==> src/rtl/pipe_pkg.sv <==
// rtl/pipe_pkg.sv - shared constants and helpers for the elastic pipeline stage
//
// Purpose: field positions inside the control word, result-source encodings,
// packed lane indices for the stage payload, and pointer-width helper.
// Ports: none (package).

package pipe_pkg;

    // Control field layout (bit 0 is regWrite, result source sits above it)
    localparam int CTRL_W_DEF         = 3;
    localparam int CTRL_REGWRITE_BIT  = 0;
    localparam int CTRL_RESULTSRC_LSB = 1;
    localparam int RESULTSRC_W        = 2;

    typedef enum logic [RESULTSRC_W-1:0] {
        RES_ALU = 2'b00,
        RES_MEM = 2'b01,
        RES_PC4 = 2'b10
    } result_src_e;

    // Lane positions inside the packed data bus, lane 0 in the LSBs
    localparam int LANES_DEF = 4;
    localparam int LANE_ALU  = 0;
    localparam int LANE_RD   = 1;
    localparam int LANE_PC4  = 2;
    localparam int LANE_IMM  = 3;

    // A one-entry buffer still needs a 1-bit pointer to keep vectors legal
    function automatic int ptr_width(input int depth);
        return (depth > 1) ? $clog2(depth) : 1;
    endfunction

endpackage

==> src/rtl/pipe_wrap_ctr.sv <==
// rtl/pipe_wrap_ctr.sv - modulo-DEPTH pointer with increment and clear
//
// Purpose: circular-buffer pointer counting 0..DEPTH-1 and wrapping to 0.
// Ports:
//   clk    - clock
//   rst    - asynchronous active-low reset (pointer to 0)
//   clr_i  - synchronous clear, wins over increment
//   inc_i  - advance by one with wrap
//   ptr_o  - current pointer value

module pipe_wrap_ctr
    import pipe_pkg::*;
#(
    parameter int DEPTH = 2,
    localparam int PTR_W = ptr_width(DEPTH)
) (
    input  logic             clk,
    input  logic             rst,
    input  logic             clr_i,
    input  logic             inc_i,
    output logic [PTR_W-1:0] ptr_o
);

    logic [PTR_W-1:0] ptr_q;
    logic [PTR_W-1:0] ptr_d;

    always_comb begin
        ptr_d = ptr_q;
        if (clr_i) begin
            ptr_d = '0;
        end else if (inc_i) begin
            if (ptr_q == PTR_W'(DEPTH - 1)) begin
                ptr_d = '0;
            end else begin
                ptr_d = ptr_q + PTR_W'(1);
            end
        end
    end

    always_ff @(posedge clk or negedge rst) begin
        if (!rst) begin
            ptr_q <= '0;
        end else begin
            ptr_q <= ptr_d;
        end
    end

    assign ptr_o = ptr_q;

endmodule

==> src/rtl/pipe_stage_elastic.sv <==
// rtl/pipe_stage_elastic.sv - stallable, flushable elastic pipeline stage register
//
// Purpose: DEPTH-entry in-order buffer carrying ctrl, tag and LANES data words
// across a pipeline boundary with a valid/ready handshake.
// Ports:
//   clk, rst                 - clock, asynchronous active-low reset
//   flush                    - synchronous discard of all entries (beats push/pop)
//   in_valid / in_ready      - upstream handshake
//   in_ctrl, in_tag, in_data - entry being offered
//   out_valid / out_ready    - downstream handshake
//   out_ctrl, out_tag        - head fields (zeroed on bubbles if ZERO_ON_BUBBLE)
//   out_data                 - head data, never masked
//   occupancy                - entries currently held

module pipe_stage_elastic
    import pipe_pkg::*;
#(
    parameter int DATA_W         = 32,
    parameter int LANES          = LANES_DEF,
    parameter int TAG_W          = 5,
    parameter int CTRL_W         = CTRL_W_DEF,
    parameter int DEPTH          = 2,
    parameter int ZERO_ON_BUBBLE = 1,
    localparam int PTR_W = ptr_width(DEPTH),
    localparam int CNT_W = $clog2(DEPTH + 1),
    localparam int PAY_W = LANES * DATA_W
) (
    input  logic              clk,
    input  logic              rst,
    input  logic              flush,
    input  logic              in_valid,
    output logic              in_ready,
    input  logic [CTRL_W-1:0] in_ctrl,
    input  logic [TAG_W-1:0]  in_tag,
    input  logic [PAY_W-1:0]  in_data,
    output logic              out_valid,
    input  logic              out_ready,
    output logic [CTRL_W-1:0] out_ctrl,
    output logic [TAG_W-1:0]  out_tag,
    output logic [PAY_W-1:0]  out_data,
    output logic [CNT_W-1:0]  occupancy
);

    logic [CNT_W-1:0] count_q;
    logic [CNT_W-1:0] count_d;
    logic [PTR_W-1:0] rd_ptr;
    logic [PTR_W-1:0] wr_ptr;
    logic             full;
    logic             push;
    logic             pop;

    // Payload storage is a plain register array so the head read is
    // asynchronous; it carries no reset because only control state matters.
    logic [CTRL_W-1:0] ctrl_mem [DEPTH];
    logic [TAG_W-1:0]  tag_mem  [DEPTH];
    logic [PAY_W-1:0]  data_mem [DEPTH];

    assign full      = (count_q == CNT_W'(DEPTH));
    // A full stage can still take a word when the head leaves in the same
    // cycle; this is the only combinational path through the stage.
    assign in_ready  = !full || out_ready;
    assign out_valid = (count_q != '0);
    assign push      = in_valid && in_ready;
    assign pop       = out_valid && out_ready;
    assign occupancy = count_q;

    always_comb begin
        count_d = count_q;
        if (flush) begin
            count_d = '0;
        end else if (push && !pop) begin
            count_d = count_q + CNT_W'(1);
        end else if (pop && !push) begin
            count_d = count_q - CNT_W'(1);
        end
    end

    always_ff @(posedge clk or negedge rst) begin
        if (!rst) begin
            count_q <= '0;
        end else begin
            count_q <= count_d;
        end
    end

    pipe_wrap_ctr #(
        .DEPTH (DEPTH)
    ) u_wr_ptr (
        .clk   (clk),
        .rst   (rst),
        .clr_i (flush),
        .inc_i (push),
        .ptr_o (wr_ptr)
    );

    pipe_wrap_ctr #(
        .DEPTH (DEPTH)
    ) u_rd_ptr (
        .clk   (clk),
        .rst   (rst),
        .clr_i (flush),
        .inc_i (pop),
        .ptr_o (rd_ptr)
    );

    // A push coinciding with flush is dropped, so it need not be written.
    always_ff @(posedge clk) begin
        if (push && !flush) begin
            ctrl_mem[wr_ptr] <= in_ctrl;
            tag_mem[wr_ptr]  <= in_tag;
            data_mem[wr_ptr] <= in_data;
        end
    end

    // Bubbles present ctrl/tag as zero so regWrite cannot fire downstream.
    always_comb begin
        out_ctrl = ctrl_mem[rd_ptr];
        out_tag  = tag_mem[rd_ptr];
        if ((ZERO_ON_BUBBLE != 0) && !out_valid) begin
            out_ctrl = '0;
            out_tag  = '0;
        end
    end

    assign out_data = data_mem[rd_ptr];

endmodule
==> config.mk <==
export PLATFORM = sky130hd
export DESIGN_NAME = pipe_stage_elastic
export DESIGN_NICKNAME = d
export VERILOG_FILES = /design/src/rtl/pipe_pkg.sv /design/src/rtl/pipe_wrap_ctr.sv /design/src/rtl/pipe_stage_elastic.sv
export SDC_FILE = /design/constraint.sdc
export NUM_CORES = 1
export LEC_CHECK = 0
export BUFFER_PORTS_ARGS = -buffer_cell sky130_fd_sc_hd__buf_2
export CAP_MARGIN = 10
export CORE_UTILIZATION = 40
export DETAILED_ROUTE_END_ITERATION = 6
export PLACE_DENSITY = 0.63
export SYNTH_ARGS = -nofsm -noshare
export SYNTH_HDL_FRONTEND = slang
export SYNTH_SLANG_ARGS = --single-unit
==> constraint.sdc <==
create_clock -name clk -period 12.1 [get_ports clk]
set_input_delay 1.21 -clock clk [delete_from_list [all_inputs] [get_ports clk]]
set_output_delay 1.21 -clock clk [all_outputs]
set_load 0.05 [all_outputs]
# Yosys cells after proc, flatten, opt, wreduce, memory -nomap -nowiden
# Memories as Yosys holds them, arrays and structs flattened.
# Index checks and enable logic that the tools add are counted.
# classes
add_sub_neg	4
eq_ne	1
muxes	13
reduce_logical	14
# op_table
cell	count
2-to-1 mux 1 bit	8
2-to-1 mux 2 bit	3
nonzero test 2 bit	3
logical AND 1 bit	5
2-to-1 mux 5 bit	1
zero test 1 bit	4
2-to-1 mux 3 bit	1
nonzero test 3 bit	1
adder 1 bit (second input constant)	2
adder 2 x 1 -> 2 bit (second input constant)	1
equality test 2 bit (second input constant)	1
subtractor 2 x 1 -> 2 bit (second input constant)	1
logical OR 1 bit	1
# totals
register_bits	4
mem_bits_rw	272
in_bits	141
output_inout_bits	140
wordCells	38
n_memories	3
# mem_list
memory	words	word_bits	read_ports	rd_clocked_by_memory_dff	write_ports	line_no	text
data_mem	2	128	1	0	1	pipe_stage_elastic.sv:56	logic [PAY_W-1:0] data_mem [DEPTH];
tag_mem	2	5	1	0	1	pipe_stage_elastic.sv:55	logic [TAG_W-1:0] tag_mem [DEPTH];
ctrl_mem	2	3	1	0	1	pipe_stage_elastic.sv:54	logic [CTRL_W-1:0] ctrl_mem [DEPTH];

# Depth between registers and ports, before layout
# Gate-level depths: netlist of run 1.
# logic_depth
depth_word	9
depth_mapped	4
depth_no_buf	3

# Cells and area by module
# Synthesis of run 1 repeated with hierarchy kept, for this count alone.
# hier_totals
cells_unflattened	458
hier_area_um2	10186.0
# by_module_without_submodules
module	instances	cells_each	area_per_inst_um2	seq_area_each_um2
pipe_stage_elastic	1	452	10110.9	8217.9
pipe_wrap_ctr	2	3	37.5	25.0

# Worst setup path after synthesis of run 1
# OpenSTA, ideal clock, no wires.
# synth_timing
kind	input port to flip-flop
from	in out_ready
to	mem ctrl_mem[1][0] (netlist name), enable pin
setup_time_ns	0.825
arrival_time_ns	11.346
required_ns	11.275
slack_ns	-0.071
stages	3
path_buffers	0
path_cell_list	or3b_4 nand2_4 nor3b_1
# synth_between
elab_chain_cells	5
# synth_lines
element	line_no	text
start: declaration	pipe_stage_elastic.sv:37	input logic out_ready,
logical OR 1 bit	pipe_stage_elastic.sv:61	assign in_ready = !full || out_ready;
logical AND 1 bit	pipe_stage_elastic.sv:63	assign push = in_valid && in_ready;
logical AND 1 bit	pipe_stage_elastic.sv:108	if (push && !flush) begin
2-to-1 mux 1 bit	pipe_stage_elastic.sv:108	
2-to-1 mux 1 bit (implied by the code)	pipe_stage_elastic.sv:109	ctrl_mem[wr_ptr] <= in_ctrl;
end: declaration	pipe_stage_elastic.sv:54	
# No other way between the ends.

# Worst setup path after layout of run 1
# layout_timing
from	reg u_rd_ptr.ptr_q, in the netlist u_rd_ptr.ptr_o
to	out out_data[121]
# layout_between
elab_chain_cells	1
# layout_lines
element	line_no	text
start: declaration	pipe_wrap_ctr.sv:24	logic [PTR_W-1:0] ptr_q;
start signal: assignment	pipe_wrap_ctr.sv:44	ptr_q <= ptr_d;
memory read (2 x 128 bit)	n/a	
end: declaration	pipe_stage_elastic.sv:40	output logic [PAY_W-1:0] out_data,
# No other way between the ends.

==> metrics.md, run 1 <==
| Metric | Value |
|---|---|
| Crit path time final | `4.33 ns` |
| Routed vias/inst | `4.70` |
| Starting density of the core | `41.1%` |
| Class of the worst hold path | `in2async` |
| CTS H-tree depth | `1` |
| Met2 Track Usage GR | `23.9%` |
| P_leak | `4.69 nW` |
| Post-route core utilization | `52.0%` |
| Die area | `25800 um^2` |
| Crit path required time | `10.89 ns` |
| Vias in the first global route | `5359` |
| CP Depth | `3` |
| Critical path class | `reg2out` |
| Sequential area share after synthesis | `82.2%` |
| Antenna Nets Post-Route | `0` |
| Via count | `5195` |
| Post-DP HPWL | `12400 um` |
| Clk root buf | `clkbuf_16` |
| Resized Gates After CTS | `0` |
| Syn nets | `600` |
| Met3 Use GR | `4.47%` |
| Syn Area/Cell | `21.9 um^2` |
| Rows | `57` |
| Core box area | `24500 um^2` |
| Inst Count DP | `1052` |
| Worst VDD drop | `0.000126 V` |
| Data arrival time of the critical path | `3.12 ns` |
| Top cells by area, synth | `edfxtp_1 (81%), mux2_2 (11%), mux2_1 (3.7%)` |
| Bufs and invs on worst path | `2` |
| CP startpoint | `u_rd_ptr.ptr_o` |
| Final Hold Fails | `0` |
| Synth Register Bits | `276` |
| Max Clock Freq | `231 MHz` |
| CP Launch Type | `flop` |
| Library cells used by synthesis | `21` |
| Gpl congestion | `0.759` |
| Port Buffer Count | `280` |
| Clock buffer depth | `3` |
| Gate Count Post-Synth | `459` |
| Total negative slack | `0 ns` |
| Die W | `161 um` |
| Worst path max stage delay | `1.05 ns` |
| Crit-path slowest cell | `dfrtp_4` |
| Reg2reg end | `data_mem[1][121]` |
| Area Overhead vs Synth | `26.5%` |
| Status | `finished, final reports clean` |
| Met1 GRT Util | `18.2%` |
| CP endpoint | `out_data[121]` |
| Setup bufs post-CTS | `0` |
| Clock Sinks | `276` |
| Final Power | `2.22 mW` |
| NumNets Final | `900` |
| Reg-to-Reg Start | `occupancy[1]` |
| Num ports | `281` |
| Crit. End Element | `primary output` |
| Drt initial violations | `228` |
| First-pass GRT wire length | `29100 um` |
| Largest net degree at the start of global routing | `80` |
| Worst skew pair latency | `0.52 ns` |
| Hold Buf Count CTS | `0` |
| Drt pass-1 iters | `6` |
| Pwr dens | `175 nW/um^2` |
| Worst Skew | `0.00526 ns` |
| Area leader, netlist | `edfxtp_1` |
| Cell family with most CP delay | `buffers and inverters` |
| Max_cap viols | `0` |
| Total Routing Usage GR | `14.4%` |
| Synth Cell Area | `10100 um^2` |
| Final Max Slew Viols | `0` |
| Post-Layout Cell Count | `1106` |
| Crit path cell chain | `buf_4 > mux2_1 > buf_2` |
| Clk slew on worst S/H paths | `0.06 ns` |
| Post-synth top area share | `81.2%` |
| Residual DRC | `0` |
| CTS tree | `done` |
| Num CTS Buffers | `29` |
| Setup-failing EPs final | `0` |
| Overflow after GRT | `0` |
| Routed wire length | `18900 um` |
| Synth Warn # | `0` |
| DIE HEIGHT | `161 um` |
| Actual slew at the worst max-slew pin | `1.10 ns` |
| Fin crit share | `35.8%` |
| Reg2Reg Depth | `4` |
| Gr busiest metal | `met2` |
| Antenna violations before repair | `2` |
| Reg-to-reg slack, setup | `9.74 ns` |
| RSZ-0062 raised after global routing | `false` |
| Routed len/inst | `17.1 um` |
| Proportion of layout cells with a drive suffix above 1 | `54.2%` |
| Crit Path Max Fanout | `70` |
| Slew headroom | `26.8%` |
per-stage QoR:
stage	area [um^2]	hold slack (ns)	setup slack, ns
final	12700	0.486	7.77
after floorplan	10100	0.615	0.603
after detailed placement	11800	0.656	8.24
after global routing	12700	0.459	7.53
after global placement	11800	0.623	8.29
after CTS	12700	0.464	7.67
synth_stat cells (all sizes together):
cell and count:
xor2 2, mux2 129, buf 16, mux2i 9
a21oi 3, inv 1, dfrtp 4, edfxtp 272
nor3b 1, nor2b 2, o21a 1, nand2 2
nor3 2, or3b 1, o21ai 1, nand2b 1
nor2 12
worst register-to-register path: cells and delay by family, from the launching register on:
family | cells | cell delay [ns]
simple gates | 3 | 0.57
buf+inv | 1 | 0.80
flops | 1 | 0.48
layer usage:
layer	part of all wire (%)	vias up
li1	-	2431
met2	50	187
met5	0.063	-
met1	41	2548
met4	1.9	2
met3	7.9	27
final cells by class:
class                   count  area, um^2
diodes                      2        5.00
clock buffers              39         763
clock inverters            13         113
fillers                  2027       11700
inverters                   1        3.75
multi-input cells         166        1720
flip-flops and latches    276        8270
well taps                 324         405
repair buffers            285        1440
cell families (layout without fill, tap and decap cells):
kind of cell,after synthesis,after routing,share of synthesized area (%)
XOR/XNOR,2,2,0.174
AND/OR/NAND/NOR,21,21,1.07
other,0,2,0
buffers and inverters,17,338,0.883
flip-flops,276,276,82.2
AO/OA/AOI/OAI,5,5,0.274
multiplexers,138,138,15.4
worst min-delay path by stage:
stage / startpoint / to / cells past startpoint
after floorplan: u_wr_ptr.ptr_o / u_wr_ptr.ptr_o / 2
after global placement: occupancy[0] / occupancy[0] / 1
after detailed placement: occupancy[0] / occupancy[0] / 1
after CTS: rst / occupancy[1] / 1
after global routing: rst / occupancy[0] / 1
final: rst / occupancy[0] / 1
where the power goes:
part	switching, mW	leakage (nW)	total (mW)	internal (mW)
combinational	0.217	1.72	0.303	0.0853
clock	0.327	0.429	0.808	0.481
sequential	0.0166	2.55	1.11	1.09
placed cells by master, fill, tap and decap left out:
master	Yosys	routed
a21oi_1	3	3
buf_2	14	280
buf_4	2	5
bufinv_16	0	2
clkbuf_1	0	10
clkbuf_16	0	29
clkinv_1	0	5
clkinv_2	0	5
clkinv_4	0	1
dfrtp_1	4	3
dfrtp_4	0	1
diode_2	0	2
edfxtp_1	272	272
inv_1	1	1
mux2_1	33	33
mux2_2	95	95
mux2_4	1	1
mux2i_1	9	9
nand2_1	1	1
nand2_4	1	1
nand2b_1	1	1
nor2_1	12	12
nor2b_1	2	2
nor3_1	2	1
nor3_2	0	1
nor3b_4	0	1
o21a_1	1	1
o21ai_0	1	1
or3b_4	1	1
xor2_1	2	2
state kept, by name, indices dropped and copies added (netlist names):
name	cells
ctrl_mem	6
data_mem	256
occupancy	2
tag_mem	10
u_rd_ptr.ptr_o	1
u_wr_ptr.ptr_o	1
No activity file was read; power rests on OpenSTA's default activity.
==> run 2: changes to the inputs <==
--- a/config.mk
+++ b/config.mk
@@ -9,7 +9,7 @@
 export CAP_MARGIN = 10
 export CORE_UTILIZATION = 40
 export DETAILED_ROUTE_END_ITERATION = 6
-export PLACE_DENSITY = 0.63
+export PLACE_DENSITY = 0.61
 export SYNTH_ARGS = -nofsm -noshare
 export SYNTH_HDL_FRONTEND = slang
 export SYNTH_SLANG_ARGS = --single-unit
==> constraint.sdc (replaced) <==
create_clock -name clk -period 4 [get_ports clk]
set_input_delay 0.4 -clock clk [delete_from_list [all_inputs] [get_ports clk]]
set_output_delay 0.4 -clock clk [all_outputs]
set_load 0.05 [all_outputs]
==> metrics.md, run 2 (synthesized netlist as in run 1, its figures left out) <==
| Metric | Value |
|---|---|
| Status | `finished, final reports clean` |
| Fin crit share | `73.1%` |
| Port Buffer Count | `280` |
| Largest net degree at the start of global routing | `70` |
| Min Hold Slack | `0.0356 ns` |
| Finished Cell Area | `12800 um^2` |
| Top reg by flops | `data_mem` |
| Most frequent cells in the layout | `buf_2 (280), edfxtp_1 (272), mux2_2 (95)` |
| Num CTS Buffers | `28` |
| Slew headroom | `36.8%` |
| Clk root buf | `clkbuf_16` |
| Final Power | `6.69 mW` |
| Num ports | `281` |
| Crit-path slowest cell | `dfrtp_4` |
| Final worst slack | `1.08 ns` |
| Final Hold Fails | `0` |
| Class of the worst hold path | `in2reg` |
| Worst skew pair latency | `0.55 ns` |
| Gpl congestion | `0.756` |
| Drt pass-1 iters | `4` |
| Via count | `5197` |
| Max reg flops | `256` |
| Worst VDD drop | `0.000334 V` |
| Worst path max stage delay | `0.90 ns` |
| Overflow after GRT | `0` |
| Cell family with most CP delay | `flip-flops` |
| Crit path required time | `3.60 ns` |
| Crit path time final | `2.92 ns` |
| Routed vias/inst | `4.67` |
| Final Max Slew Viols | `0` |
| Post-DP HPWL | `13000 um` |
| Max Clock Freq | `342 MHz` |
| Clock buffer depth | `3` |
| Wire length on met3 | `1660 um` |
| First-pass GRT wire length | `29700 um` |
| Data arrival time of the critical path | `2.52 ns` |
| RSZ-0062 raised after global routing | `false` |
| Routed wire length | `19500 um` |
| Clk slew on worst S/H paths | `0.07 ns` |
| Die area | `25800 um^2` |
| Reg-to-reg slack, setup | `1.87 ns` |
| Reg2Reg Depth | `4` |
| Area Overhead vs Synth | `26.8%` |
| Crit. End Element | `primary output` |
| Starting density of the core | `41.1%` |
| Clock Sinks | `276` |
| Largest regs | `data_mem (256), tag_mem (10), ctrl_mem (6)` |
| Actual slew at the worst max-slew pin | `0.948 ns` |
| Total Routing Usage GR | `14.7%` |
| DIE HEIGHT | `161 um` |
| Most common cell after layout, fill and taps aside | `buf_2` |
| Drt initial violations | `266` |
| Worst Skew | `0.0302 ns` |
| P_leak | `4.69 nW` |
| Routed len/inst | `17.6 um` |
| Post-route core utilization | `52.1%` |
| CP Launch Type | `flop` |
| Placed cell areas | `11900 um^2` |
| Antenna Nets Post-Route | `0` |
| Pwr dens | `525 nW/um^2` |
| Uppermost layer routed | `met5` |
| Core box area | `24500 um^2` |
| Resized Gates After CTS | `0` |
| Proportion of layout cells with a drive suffix above 1 | `54.9%` |
| Antenna violations before repair | `8` |
| Met2 routed WL | `9960 um` |
| Die W | `161 um` |
| Rows | `57` |
| Setup WS pre-CTS | `1.60 ns` |
| NumNets Final | `901` |
| CP Depth | `3` |
| Critical path class | `reg2out` |
| Setup-failing EPs final | `0` |
| Residual DRC | `0` |
| Wl on met1 | `7360 um` |
| Crit Path Max Fanout | `50` |
| Crit path cell chain | `buf_4 > mux2_1 > buf_2` |
| Max_cap viols | `0` |
| Hold Path Depth | `1` |
| Vias in the first global route | `5621` |
| CTS H-tree depth | `1` |
| CTS tree | `done` |
| Bufs and invs on worst path | `2` |
==> run 2: cell types whose count changed in the layout (fill, tap and decap cells not counted), moves of 2 or more <==
cell,previous run,this run
clkinvlp_4,0,2
dfrtp_1,3,1
clkinv_1,5,2
diode_2,2,7
dfrtp_2,0,2
==> run 2: area by class of cell <==
class / instances / area [um^2]
flip-flops and latches: 276 / 8270
well taps: 324 / 405
fillers: 2012 / 11700
multi-input cells: 166 / 1720
repair buffers: 287 / 1470
inverters: 1 / 3.75
clock buffers: 39 / 752
diodes: 7 / 17.5
clock inverters: 13 / 108
==> run 2: metrics by stage <==
stage                     setup TNS, ns  std cells
after floorplan                 -243.29        459
after global placement                0       1053
after detailed placement              0       1053
after CTS                             0       1106
after global routing                  0       1111
final                                 0       1113
==> run 2: worst reg2reg max path, cell delays in order, from the launching register on <==
cell and delay (ns):
dfrtp_2 0.45, or3b_4 0.27, nand2_4 0.07, nor3b_4 0.18, buf_4 0.72
==> run 2: path summary, 6_finish.rpt <==
| check | from | end |
|---|---|---|
| max | u_rd_ptr.ptr_o | out_data[99] |
| min | in_data[14] | data_mem[1][14] |
| max reg2reg | occupancy[1] | data_mem[1][94] |
| min reg2reg | occupancy[0] | occupancy[0] |
| max in group asynchronous | rst | u_rd_ptr.ptr_o |
| min in group asynchronous | rst | occupancy[0] |
==> run 2: power by group <==
part / total (mW) / leakage [nW] / internal, mW / switching, mW
combinational: 0.929 / 1.73 / 0.262 / 0.668
sequential: 3.35 / 2.55 / 3.31 / 0.0447
clock: 2.42 / 0.416 / 1.38 / 1.03
total: 6.69 / 4.69 / 4.95 / 1.75
==> run 2: routing by layer <==
layer  vias to the layer above  GRT usage (%)
met2                       192           26.0
li1                       2433              -
met5                         -              0
met1                      2525           16.6
met4                         4           5.63
met3                        43           4.70
==> run 2: what timing repair did <==
| item | CTS | global route |
|---|---|---|
| hold buffers | 1 | 0 |
| setup buffers | 0 | 0 |
| endpoints found under the hold margin | 4 | 0 |
